==> src/rtl/v7_peak_detector.sv <==
// Pulse peak finder on the shaped v7 stream: tracks each above-threshold pulse's maximum and timestamp,
// publishes one event per pulse into a 1-deep valid/ready slot. Optional macro: V7_PEAK_PILEUP_EN.
module v7_peak_detector #(
   parameter int unsigned SIZE_FILTER_DATA = 16,
   parameter int unsigned SIZE_TIME        = 32,
   parameter int unsigned HOLDOFF_CYCLES   = 8,
   parameter int unsigned MAX_WIDTH        = 64
) (
   input  logic                        clk,
   input  logic                        reset,
   input  logic [SIZE_FILTER_DATA-1:0] filter_data,
   input  logic [SIZE_FILTER_DATA-1:0] threshold,
   output logic [SIZE_FILTER_DATA-1:0] peak_amp,
   output logic [SIZE_TIME-1:0]        peak_time,
   output logic                        peak_valid,
   input  logic                        peak_ready,
   output logic [15:0]                 lost_count
`ifdef V7_PEAK_PILEUP_EN
   ,
   output logic                        peak_pileup
`endif
);

   localparam int unsigned HOLD_W = $clog2(HOLDOFF_CYCLES + 1);
   localparam int unsigned LOST_W = 16;

   if (HOLDOFF_CYCLES == 0 || MAX_WIDTH < 2) begin : g_param_check
      $error("v7_peak_detector: HOLDOFF_CYCLES must be >= 1 and MAX_WIDTH >= 2");
   end

   typedef enum logic [1:0] {
      S_IDLE    = 2'd0,
      S_ARMED   = 2'd1,
      S_HOLDOFF = 2'd2
   } state_e;

   state_e                      state_q;
   logic [SIZE_TIME-1:0]        ts_q;
   logic [SIZE_FILTER_DATA-1:0] max_q;
   logic [SIZE_TIME-1:0]        max_t_q;
   logic [HOLD_W-1:0]           hold_q;
   logic [SIZE_FILTER_DATA-1:0] amp_q;
   logic [SIZE_TIME-1:0]        time_q;
   logic                        valid_q;
   logic [LOST_W-1:0]           lost_q;

   logic                        above_c;
   logic                        gt_max_c;
   logic                        end_pub_c;
   logic                        pub_c;
   logic                        slot_free_c;
   logic [SIZE_FILTER_DATA-1:0] pub_amp_c;
   logic [SIZE_TIME-1:0]        pub_time_c;

`ifdef V7_PEAK_PILEUP_EN
   localparam int unsigned CNT_W = $clog2(MAX_WIDTH + 1);
   logic [CNT_W-1:0] width_q;
   logic             pileup_q;
   logic             force_pub_c;
`endif

   // Signed compares and the publish request for this edge.
   always_comb begin
      above_c     = $signed(filter_data) > $signed(threshold);
      gt_max_c    = $signed(filter_data) > $signed(max_q);
      end_pub_c   = (state_q == S_ARMED) && !above_c;
      pub_c       = end_pub_c;
      pub_amp_c   = max_q;
      pub_time_c  = max_t_q;
      slot_free_c = !valid_q || peak_ready;
`ifdef V7_PEAK_PILEUP_EN
      // The MAX_WIDTH-th armed sample is still above threshold, so it competes for the max.
      force_pub_c = (state_q == S_ARMED) && above_c && (width_q == CNT_W'(MAX_WIDTH - 1));
      pub_c       = end_pub_c || force_pub_c;
      if (force_pub_c && gt_max_c) begin
         pub_amp_c  = filter_data;
         pub_time_c = ts_q;
      end
`endif
   end

   always_ff @(posedge clk or posedge reset) begin
      if (reset) begin
         state_q <= S_IDLE;
         ts_q    <= '0;
         max_q   <= '0;
         max_t_q <= '0;
         hold_q  <= '0;
         amp_q   <= '0;
         time_q  <= '0;
         valid_q <= 1'b0;
         lost_q  <= '0;
      end else begin
         ts_q <= ts_q + SIZE_TIME'(1);

         case (state_q)
            S_IDLE: begin
               if (above_c) begin
                  state_q <= S_ARMED;
                  max_q   <= filter_data;
                  max_t_q <= ts_q;
               end
            end
            S_ARMED: begin
               if (pub_c) begin
                  state_q <= S_HOLDOFF;
                  hold_q  <= HOLD_W'(HOLDOFF_CYCLES);
               end else if (gt_max_c) begin
                  max_q   <= filter_data;
                  max_t_q <= ts_q;
               end
            end
            S_HOLDOFF: begin
               hold_q <= hold_q - HOLD_W'(1);
               if (hold_q == HOLD_W'(1)) begin
                  state_q <= S_IDLE;
               end
            end
            default: state_q <= S_IDLE;
         endcase

         // 1-deep slot: a publish into a full, unaccepted slot is counted as lost.
         if (pub_c) begin
            if (slot_free_c) begin
               amp_q   <= pub_amp_c;
               time_q  <= pub_time_c;
               valid_q <= 1'b1;
            end else if (lost_q != '1) begin
               lost_q <= lost_q + LOST_W'(1);
            end
         end else if (peak_ready) begin
            valid_q <= 1'b0;
         end
      end
   end

`ifdef V7_PEAK_PILEUP_EN
   // Armed-sample counter (arming sample counts as 1) and the pileup flag carried with the slot.
   always_ff @(posedge clk or posedge reset) begin
      if (reset) begin
         width_q  <= '0;
         pileup_q <= 1'b0;
      end else begin
         if (state_q == S_IDLE && above_c) begin
            width_q <= CNT_W'(1);
         end else if (state_q == S_ARMED && !pub_c) begin
            width_q <= width_q + CNT_W'(1);
         end
         if (pub_c && slot_free_c) begin
            pileup_q <= force_pub_c;
         end
      end
   end

   assign peak_pileup = pileup_q;
`endif

   assign peak_amp   = amp_q;
   assign peak_time  = time_q;
   assign peak_valid = valid_q;
   assign lost_count = lost_q;

endmodule

==> config.mk <==
export PLATFORM = sky130hd
export DESIGN_NAME = v7_peak_detector
export DESIGN_NICKNAME = d
export VERILOG_FILES = /design/src/rtl/v7_peak_detector.sv
export SDC_FILE = /design/constraint.sdc
export NUM_CORES = 1
export LEC_CHECK = 0
export CORE_ASPECT_RATIO = 0.7
export CORE_UTILIZATION = 49
export CTS_CLUSTER_DIAMETER = 120
export CTS_CLUSTER_SIZE = 14
export DETAILED_ROUTE_END_ITERATION = 8
export PLACE_DENSITY = 0.75
export SYNTH_ARGS = -nofsm -noshare
export SYNTH_HDL_FRONTEND = slang
export SYNTH_SLANG_ARGS = --single-unit
==> constraint.sdc <==
create_clock -name clk -period 5.2 [get_ports clk]
set_clock_uncertainty 0.15 [all_clocks]
set_input_delay 1.04 -clock clk [delete_from_list [all_inputs] [get_ports clk]]
set_output_delay 1.04 -clock clk [all_outputs]
set_load 0.01 [all_outputs]
---- Word-level counts from Yosys, hierarchy flattened ----
Cells that the tools add are included.
Widths: inputs -> output; s select.
word-level totals
  bits in latches ......................... 0
  register bits ........................... 151
  bits in writable memories ............... 0
  logic and storage cells ................. 56
  memories kept ........................... 0
  memory bits (read-only) ................. 0
operators by class
  add/subtract/negate cells ............... 3
  multiply operators ...................... 0
  div/mod/pow operators ................... 0
  bitwise operators ....................... 1
  reductions and logical operators ........ 14
  equality and inequality tests ........... 10
  mux-type cells .......................... 17
  shifts and indexed selects .............. 0
  $lt $le $gt $ge ......................... 2
operators with widths
  cell                   number
  $mux 32                3
  $pmux 32 s2            1
  $mux 16                3
  $add 32x1->32 const B  1
  $gt 16x16->1           2
  $pmux 16 s2            1
  $add 16x1->16 const B  1
  $ne 16x16->1 const B   1
  $ne 2x2->1 const B     5
  $pmux 4 s2             1
  $mux 2                 3
  $pmux 2 s3             1
  $reduce_and 2->1       3
  $reduce_and 3->1       2
  $reduce_bool 2->1      3
  $eq 4x1->1 const B     1
  $mux 4                 1
  $reduce_and 4->1       1
  $sub 4x1->4 const B    1
  $mux 1                 3
  $eq 2x1->1 const B     1
  $eq 2x2->1 const B     1
  $logic_not 1->1        2
  $logic_not 2->1        1
  4 further kinds        4

---- Depth between registers and ports, before layout ----
Gate-level depths: netlist (run 1).
  word-level depth ........................ 5
  mapped depth ............................ 11

---- Worst setup path after synthesis (run 1) ----
No wires, ideal clock.
  path type ............................... input to register
  start ................................... input port threshold[9]
  end ..................................... register max_q[10]
  setup time .............................. 0.125 ns
  stages on the path ...................... 11
  arrival time ............................ 3.168 ns
  path slack .............................. 1.757 ns
  path buffers ............................ 2
  path through ............................ inv_1 -> ha_1 -> a21o_1 -> nand3_1 -> a21oi_1 -> or4_4 -> mux2i_1 -> nor3_2 -> buf_6 -> buf_6 -> mux2_4
on the way
  word-level cells in the longest chain between the ends .. 5
ends and longest elaborated chain
  what                                 line  source
  start: declaration                   12    input logic [SIZE_FILTER_DATA-1:0] threshold,
  $gt 16x16->1 *                       64    above_c = $signed(filter_data) > $signed(threshold);
  $logic_not 1->1                      66    end_pub_c = (state_q == S_ARMED) && !above_c;
  $logic_and 1x1->1                    66
  $ne 2x2->1 (no source line)          n/a
  $reduce_and 4->1 (no source line) *  n/a
  end signal: assignment               100   max_q <= filter_data;
  end signal: assignment               109   max_q <= filter_data;
  end: declaration                     39    logic [SIZE_FILTER_DATA-1:0] max_q;
Every way passes the cells marked *; elsewhere a longest branch is shown, timed or not.
A chain may end at the register's enable or synchronous reset.

---- Worst setup path after layout (run 1) ----
  start ................................... input port filter_data[1]
  end ..................................... register time_q[29], in the netlist peak_time[29]
on the way
  word-level cells in the longest chain between the ends .. 4
ends and longest elaborated chain
  what                               line  source
  start: declaration                 11    input logic [SIZE_FILTER_DATA-1:0] filter_data,
  $gt 16x16->1                       64
  $logic_not 1->1                    66
  $logic_and 1x1->1                  66
  $reduce_and 2->1 (no source line)  n/a
  end signal: assignment             126   time_q <= pub_time_c;
  end: declaration                   43    logic [SIZE_TIME-1:0] time_q;
No other way between the ends.

==> impl_metrics.tcl, run 1 <==
set metrics [dict create \
    max_freq_mhz 243.4 \
    path_cells "clkdlybuf4s50_1 > ha_1 > nor2b_1 > o211ai_1 > a2111oi_0 > or4_4 > mux2i_1 > nor3_4 > buf_12 > mux2_2" \
    slew_headroom_pct 51.83 \
    vias 4427 \
    r2r-start "max_q[15]" \
    globalplace.congestion 0.8345 \
    worstReg2RegEnd "max_t_q[17]" \
    fin_crit_ps 4109 \
    cts_tree "built" \
    max_cap_violations 0 \
    area_delta_synth_final_pct 26.00 \
    reg2regPathDepth 10 \
    rows 36 \
    status "complete, no violations" \
    grt_pass1_vias 4438 \
    pwr-share-comb_pct 28.0 \
    max_stage_delay_ps 480 \
    powerDensity_nw_per_um2 452.2 \
    post_drt_wl_per_cell_um 16.24 \
    diodes 0 \
    critPathSlowestCell "clkdlybuf4s50_1" \
    internal_power_mw 2.837 \
    die_area_um2 14870 \
    h-tree-depth 4 \
    ys_async_sr_fraction_pct 100.0 \
    rrSetupSlack_ps 2190 \
    path_class "primary input to flip-flop" \
    hp-class "flip-flop to flip-flop" \
    grt_max_degree 87 \
    slew_violations 0 \
    yosys-top-cells-count "dfrtp_1, mux2_2, mux2_4" \
    drive_gt1_share_pct 21.24 \
    synth_top_cell_by_area "dfrtp_1" \
    crit_required_ps 5340 \
    cts_buffer_depth 2 \
    antenna_found_initial 0 \
    synth_area_um2 7044 \
    worst_pin_slew_ps 721.0 \
    grt.overflow.total 0 \
    clock_sinks 151 \
    post-cts-setup-buffers 0 \
    netlist_instances 541 \
    ys.flop_type "dfrtp_1" \
    grt_pass1_wl_um 23040 \
    cts-resized-gates 0 \
    p_sw_mw 1.177 \
    synth-seq-cells 151 \
    grt_setup_unrepaired "false" \
    synth_nets 612 \
    multi_input_area_um2 3022 \
    arrival_ps 4250 \
    synth_cell_types 38 \
    worstSkewPairLatency_ps 420 \
    cts_buffers 17 \
    worstPathMaxFanout 42 \
    floorplan.initialDensity_pct 50.45 \
    first_pass_iters 4 \
    path_buf_inv 2 \
    clkPwrFrac_pct 33.2 \
    synth_top_area_share_pct 53.64 \
    drc_errors 0 \
    startpoint "filter_data[1]" \
    crit_end "peak_time[29]" \
    syn_avg_cell_area_um2 13.02 \
    num_io_pins 100 \
    seqCellArea_um2 3779 \
    viasPerCell 5.214 \
    hold_viol_final 0 \
    fillers 1057 \
    cts_hold_buf 0 \
    synth_most_common_cell "dfrtp_1" \
    wirelength_um 13790 \
    start_kind "primary input" \
    drtIter0Drc 179 \
    die_h_um 102.3 \
    root_buffer "clkbuf_16" \
    nets 717 \
    p_seq_share_pct 38.9 \
    power_leakage_nw 4.173 \
    critPathCaptureType "flip-flop" \
    core_area_um2 13960 \
    yosys-top-cells-area "dfrtp_1, mux2_2, mux2_4, ha_1, xnor2_1" \
    crit_family "simple AND/OR/NAND/NOR gates" \
    grt_usage_pct 19.96 \
    synth_edf_count 0 \
    fin_crit_sh_pct 79.01 \
    die_w_um 145.3 \
    cp.depth 10 \
    ir_drop_v 0.0002613 \
    setup_violations 0 \
    dpl.hpwl_um 9435 \
    sw_frac_of_total_pct 29.32 \
    ys_warn_count 0 \
    ant_nets 0 \
    fin_util_pct 63.57 \
    yosysSeqAreaShare_pct 53.64 \
    cts.clk_slew.worst_paths_ps 60 \
    io_buffers 99 \
    tns_ps 0 \
]
[power groups by stage]
stage | clock network (mW) | logic [mW] | registers [mW]
6_report | 1.33 | 1.12 | 1.56
3_5_place_dp | 0 | 1.13 | 1.58
4_1_cts | 1.35 | 1.14 | 1.56
2_1_floorplan | 0 | 0.750 | 1.55
5_1_grt | 1.41 | 1.22 | 1.59
3_3_place_gp | 0 | 1.10 | 1.57
[worst register-to-register path, cell delays in order (launching register included)]
cell and delay (ps):
dfrtp_1 400, inv_1 60, ha_1 320, nand4_1 170
nor3_1 290, a21boi_1 190, nor4_1 70, mux2_1 350
nor3_4 160, buf_12 320, mux2_2 430
[logic make-up (layout without fill, tap and decap cells)]
group	count (synthesis)	in the layout	synth area share, %
AOI/OAI and AO/OA	32	32	2.949
xor gates and xnor gates	46	46	5.719
adders and majority gates	36	36	6.394
buffers and inverters	54	172	3.641
DFF	151	151	53.64
muxes	102	102	18.40
and+or+nand+nor	120	120	9.254
[per-layer routing]
layer | routed length (µm) | vias up | track usage, %
met5 | 0 | - | 0
met1 | 7108 | 2216 | 29.01
met2 | 5971 | 90 | 29.18
met3 | 582 | 16 | 5.714
li1 | - | 2105 | -
met4 | 128 | 0 | 5.587
[area by class of cell]
class	instances	share of cell area [%]
multi-input combinational	336	34.04
timing repair buffer	103	11.93
clock buffer	17	4.793
tap	190	2.678
sequential	151	42.57
clock inverter	15	2.382
inverter	37	1.607
[how the worst min path moves through the flow]
stage,from,end,depth (start not counted)
finish,ts_q[31],ts_q[31],1
global route,ts_q[31],ts_q[31],1
CTS,ts_q[31],ts_q[31],1
detailed placement,ts_q[31],ts_q[31],1
global placement,ts_q[31],ts_q[31],1
floorplan,ts_q[31],ts_q[31],1
[cells in the final DEF (no fill, tap or decap), drive strengths merged, types with 4 or more instances in the layout]
| master | count |
|---|---|
| clkdlybuf4s50 | 99 |
| nand3 | 22 |
| clkbuf | 17 |
| a21oi | 12 |
| nor2 | 13 |
| inv | 44 |
| buf | 4 |
| nand2 | 28 |
| nor2b | 6 |
| xor2 | 8 |
| bufinv | 4 |
| xnor2 | 38 |
| and4 | 7 |
| ha | 36 |
| dfrtp | 151 |
| a21o | 5 |
| nand4 | 19 |
| and3 | 14 |
| mux2 | 100 |
[flip-flops by register name, summed over array words and instances, names as in the netlist]
name and flops:
ts_q 32, hold_q 4, max_t_q 32, peak_amp 16, max_q 16, state_q 2, lost_count 16, peak_time 32
peak_valid 1
[metrics by stage]
step	cell area [µm²]	worst slack, ps	std cells	hold slack [ps]	total power [mW]
floorplan	7048	1757	541	295.8	2.300
global placement	8239	799.5	817	314.7	2.669
detailed placement	8239	728.4	817	313.5	2.705
CTS	8876	1129	849	334.1	4.050
global route	8876	973.9	849	349.5	4.222
finish	8876	1091	849	338.7	4.013
Power figures use the tool's default switching activity.
==> run 2: changes to the inputs <==
--- a/config.mk
+++ b/config.mk
@@ -6,11 +6,11 @@
 export NUM_CORES = 1
 export LEC_CHECK = 0
 export CORE_ASPECT_RATIO = 0.7
-export CORE_UTILIZATION = 49
+export CORE_UTILIZATION = 50
 export CTS_CLUSTER_DIAMETER = 120
 export CTS_CLUSTER_SIZE = 14
 export DETAILED_ROUTE_END_ITERATION = 8
-export PLACE_DENSITY = 0.75
+export PLACE_DENSITY = 0.73
 export SYNTH_ARGS = -nofsm -noshare
 export SYNTH_HDL_FRONTEND = slang
 export SYNTH_SLANG_ARGS = --single-unit
==> constraint.sdc (replaced) <==
create_clock -name clk -period 4.1 [get_ports clk]
set_clock_uncertainty 0.15 [all_clocks]
set_input_delay 0.82 -clock clk [delete_from_list [all_inputs] [get_ports clk]]
set_output_delay 0.82 -clock clk [all_outputs]
set_load 0.01 [all_outputs]
==> run 2 against run 1 <==
Net effect: utilization is 2.5 points higher; setup slack worse by 640 ps; sequential share of layout area about the same; first-iteration DRC count grew 16%; register-to-register slack worse by 1000 ps; sequential power increased by 26%; clock-buffer cell count is the same; sequential cell count stayed put; final cell count shrank 0.12%; combinational power is 30% higher; clock power increased by 16%; critical path depth increased by 1.
==> impl_metrics.tcl, run 2 (synthesized netlist as in run 1, its figures left out) <==
set metrics [dict create \
    status "complete, no violations" \
    antenna_found_initial 0 \
    max_stage_delay_ps 490 \
    internal_power_mw 3.456 \
    fin_util_pct 66.08 \
    cts_tree "built" \
    crit_family "simple AND/OR/NAND/NOR gates" \
    slew_headroom_pct 38.35 \
    p_seq_share_pct 39.5 \
    final_cells 848 \
    vias 4444 \
    critPathCaptureType "flip-flop" \
    drc_errors 0 \
    power_leakage_nw 4.177 \
    fin_crit_sh_pct 88.99 \
    clkPwrFrac_pct 31.1 \
    path_buf_inv 3 \
    die_w_um 143.9 \
    root_buffer "clkbuf_16" \
    drtIter0Drc 208 \
    hold_viol_final 0 \
    drive_gt1_share_pct 21.72 \
    nets 721 \
    max_cap_violations 0 \
    worst_pin_slew_ps 922.8 \
    start_kind "primary input" \
    path_class "primary input to flip-flop" \
    cts_buffers 17 \
    max_freq_mhz 274.1 \
    wirelength_um 13780 \
    grt_max_degree 58 \
    viasPerCell 5.241 \
    powerDensity_nw_per_um2 558.8 \
    h-tree-depth 4 \
    post_drt_wl_per_cell_um 16.25 \
    die_area_um2 14570 \
    die_h_um 101.3 \
    worstSkewPairLatency_ps 430 \
    fin_crit_ps 3649 \
    grt_pass1_wl_um 23140 \
    grt_pass1_vias 4638 \
    dp.cells 816 \
    core_area_um2 13440 \
    area_delta_synth_final_pct 26.11 \
    globalplace.congestion 0.8487 \
    rows 35 \
    hp-class "flip-flop to flip-flop" \
    dpl.hpwl_um 9673 \
    crit_required_ps 4260 \
    p_sw_mw 1.508 \
    multi_input_area_um2 3022 \
    grt_setup_unrepaired "false" \
    ant_nets 0 \
    seqCellArea_um2 3779 \
    io_buffers 99 \
    cts_buffer_depth 2 \
    num_io_pins 100 \
    critPathSlowestCell "clkdlybuf4s50_1" \
    clock_sinks 151 \
    cts.clk_slew.worst_paths_ps 60 \
    first_pass_iters 4 \
    slew_violations 0 \
    setup_violations 0 \
    ir_drop_v 0.0003961 \
    cts-resized-gates 0 \
    grt.overflow.total 0 \
    layout_commonest_cell "dfrtp_1" \
    layout_common_cells "dfrtp_1, clkdlybuf4s50_1, mux2_2" \
    cts_hold_buf 0 \
    sw_frac_of_total_pct 30.39 \
    path_cells "clkdlybuf4s50_1 > ha_1 > nand4_1 > nor4_1 > buf_4 > a31oi_1 > nor2_1 > mux2i_1 > nor3_4 > buf_12 > mux2_2" \
    tns_ps 0 \
    worstPathMaxFanout 27 \
    pwr-share-comb_pct 29.4 \
    post-cts-setup-buffers 0 \
    grt_usage_pct 20.90 \
    diodes 0 \
    floorplan.initialDensity_pct 52.40 \
    arrival_ps 3800 \
    fillers 999 \
]
[run 2: cell types whose count changed in the layout (fill, tap and decap cells not counted), moves of 2 or more]
cell,delta
bufinv_16,-3
buf_12,+3
inv_8,+3
clkinv_4,+2
inv_6,-2
[run 2: area by class of cell]
type	count	share of cell area, %
clock buffers	17	4.789
clock inverters	15	1.775
inverters	37	1.606
multi-input cells	336	34.01
flip-flops and latches	151	42.54
well taps	185	2.606
repair buffers	107	12.68
[run 2: routing by layer]
layer	track usage (%)	wire (µm)	part of all wire [%]
met1	29.66	7015	51
met2	31.70	6129	44
met3	5.059	539	3.9
met4	6.792	99	0.72
met5	0	0	0
[run 2: power by group through the flow]
| stage | Sequential (mW) | Combinational (mW) | Clock (mW) |
|---|---|---|---|
| 2_1_floorplan | 1.97 | 0.951 | 0 |
| 3_3_place_gp | 1.97 | 1.43 | 0 |
| 3_5_place_dp | 1.99 | 1.47 | 0 |
| 4_1_cts | 1.96 | 1.48 | 1.58 |
| 5_1_grt | 2.00 | 1.59 | 1.64 |
| 6_report | 1.96 | 1.46 | 1.54 |
[run 2: path summary, 6_finish.rpt]
check,startpoint,to,slack (ps),cells past startpoint
max reg2reg,max_q[15],max_t_q[8],1150,10
max in group asynchronous,reset,peak_amp[9],2240,3
min,ts_q[31],ts_q[31],340,1
min in group asynchronous,reset,lost_count[8],790,2
min reg2reg,ts_q[31],ts_q[31],340,1
max,filter_data[14],peak_time[21],450,11
[run 2: per-stage QoR]
stage	power, mW	setup WS, ps	hold slack (ps)	cell area, µm²
after floorplan	2.917	877.3	295.8	7048
after global placement	3.404	72.87	319.0	8300
after detailed placement	3.454	33.82	320.8	8300
after CTS	5.017	482.4	340.5	8884
after global routing	5.230	293.7	361.6	8884
final	4.964	451.4	337.5	8884
[run 2: worst reg2reg max path: cells and delay by family (launching register included)]
kind                     cells  cell delay (ps)
buffers and inverters        2              300
adder cells (fa/ha/maj)      1              300
AO/OA/AOI/OAI                1              210
flip-flops                   1              370
multiplexers                 2              730
AND/OR/NAND/NOR              4              780
==> run 3: changes to the inputs <==
--- a/config.mk
+++ b/config.mk
@@ -6,6 +6,7 @@
 export NUM_CORES = 1
 export LEC_CHECK = 0
 export CORE_ASPECT_RATIO = 0.7
+export CORE_MARGIN = 4
 export CORE_UTILIZATION = 50
 export CTS_CLUSTER_DIAMETER = 120
 export CTS_CLUSTER_SIZE = 14
==> run 3 against run 2 <==
Net effect: register-to-register slack worse by 60 ps; die area is 10% higher; clock-buffer cell count stayed put; critical path depth is 1 lower; design area hardly changed; largest power group unchanged; setup slack worse by 1.6 ps; clock power hardly changed; combinational power hardly changed; final cell count is 0.12% higher; total power is 0.98% higher; highest routed layer unchanged; sequential cell count stayed put.
==> impl_metrics.tcl, run 3 (synthesized netlist as in run 1, its figures left out) <==
set metrics [dict create \
    status "complete, no violations" \
    fin_crit_sh_pct 89.03 \
    reg2regPathDepth 10 \
    die_h_um 107.3 \
    layout_commonest_cell "dfrtp_1" \
    start_kind "primary input" \
    cts.clk_slew.worst_paths_ps 60 \
    hold_depth 1 \
    diodes 0 \
    powerDensity_nw_per_um2 563.9 \
    cts_buffer_depth 2 \
    worstPathMaxFanout 9 \
    critPathCaptureType "flip-flop" \
    root_buffer "clkbuf_16" \
    holdPathEnd "ts_q[31]" \
    fin_crit_ps 3650 \
    drtIter0Drc 224 \
    ir_drop_v 0.0002849 \
    max_stage_delay_ps 490 \
    min_from "ts_q[31]" \
    path_class "primary input to flip-flop" \
    crit_family "simple AND/OR/NAND/NOR gates" \
    vias 4460 \
    drive_gt1_share_pct 21.84 \
    setup_violations 0 \
    worst_pin_slew_ps 867.8 \
    area_delta_synth_final_pct 26.20 \
    worstSkewPairLatency_ps 410 \
    tns_ps 0 \
    grt_pass1_vias 4641 \
    post-cts-setup-buffers 0 \
    cts_hold_buf 0 \
    wirelength_um 14030 \
    nets 722 \
    crit_required_ps 4240 \
    cts-resized-gates 0 \
    ant_nets 0 \
    h-tree-depth 4 \
    fillers 1026 \
    cts_tree "built" \
    arrival_ps 3790 \
    rows 35 \
    path_buf_inv 2 \
    antenna_found_initial 0 \
    critPathSlowestCell "clkdlybuf4s50_1" \
    r2r-start "max_q[15]" \
    core_area_um2 13490 \
    dpl.hpwl_um 9949 \
    startpoint "filter_data[1]" \
    viasPerCell 5.253 \
    post_drt_wl_per_cell_um 16.53 \
    cts_buffers 17 \
    first_pass_iters 4 \
    hold_viol_final 0 \
    rrSetupSlack_ps 1090 \
    hp-class "flip-flop to flip-flop" \
    max_cap_violations 0 \
    die_w_um 149.9 \
    die_area_um2 16080 \
    drc_errors 0 \
    grt_setup_unrepaired "false" \
    max_freq_mhz 274.0 \
    power_leakage_nw 4.185 \
    grt_usage_pct 18.54 \
    layout_common_cells "dfrtp_1, clkdlybuf4s50_1, mux2_2" \
    io_buffers 99 \
    clock_sinks 151 \
    slew_violations 0 \
    globalplace.congestion 0.8171 \
    num_io_pins 100 \
    dp.cells 817 \
    slew_headroom_pct 42.02 \
    floorplan.initialDensity_pct 52.23 \
    grt_max_degree 50 \
    grt_pass1_wl_um 23780 \
    worstReg2RegEnd "max_q[5]" \
    path_cells "clkdlybuf4s50_1 > ha_1 > nor2b_1 > o211ai_1 > a2111oi_0 > or4_4 > mux2i_1 > nor3_4 > buf_4 > mux2_4" \
    grt.overflow.total 0 \
    final_cells 849 \
]
==> run 3: worst max path at each step <==
stage	end	slack (ps)	depth (start not counted)
floorplan	max_q[10]	880	11
global placement	max_q[8]	140	10
detailed placement	max_q[10]	70	10
CTS	max_q[5]	480	10
global route	peak_time[25]	380	10
finish	max_q[5]	450	10
==> run 3: per-stage QoR <==
stage	hold WS (ps)	util, %	instance area [µm²]	power [mW]	setup slack [ps]
finish	338.9	65.91	8890	5.013	449.8
global route	355.1	65.91	8890	5.292	379.6
CTS	341.9	65.91	8890	5.061	480.6
detailed placement	319.1	61.50	8295	3.474	74.68
global placement	323.2	61.50	8295	3.419	139.3
floorplan	295.8	-	7048	2.917	877.3
==> run 3: routing by layer <==
layer | track usage [%] | vias up | wire, µm | share of wire [%]
li1 | - | 2116 | - | -
met1 | 27.25 | 2203 | 6862 | 49
met2 | 26.92 | 129 | 6127 | 44
met3 | 6.313 | 12 | 935 | 6.7
met4 | 3.590 | 0 | 107 | 0.76
met5 | 0 | - | 0 | 0
==> run 3: where the power goes <==
group | total (mW) | leakage [nW] | internal (mW) | switching [mW]
registers | 1.97 | 1.98 | 1.75 | 0.222
logic | 1.49 | 1.92 | 0.849 | 0.636
clock network | 1.56 | 0.288 | 0.913 | 0.643
total | 5.01 | 4.19 | 3.51 | 1.50
==> run 3: cell type report <==
cell class	count	area, µm²	area share [%]
flip-flops and latches	151	3779	42.51
multi-input cells	336	3022	33.99
repair buffers	108	1121	12.61
clock buffers	17	425.4	4.785
well taps	185	231.5	2.604
clock inverters	15	168.9	1.900
inverters	37	142.6	1.605
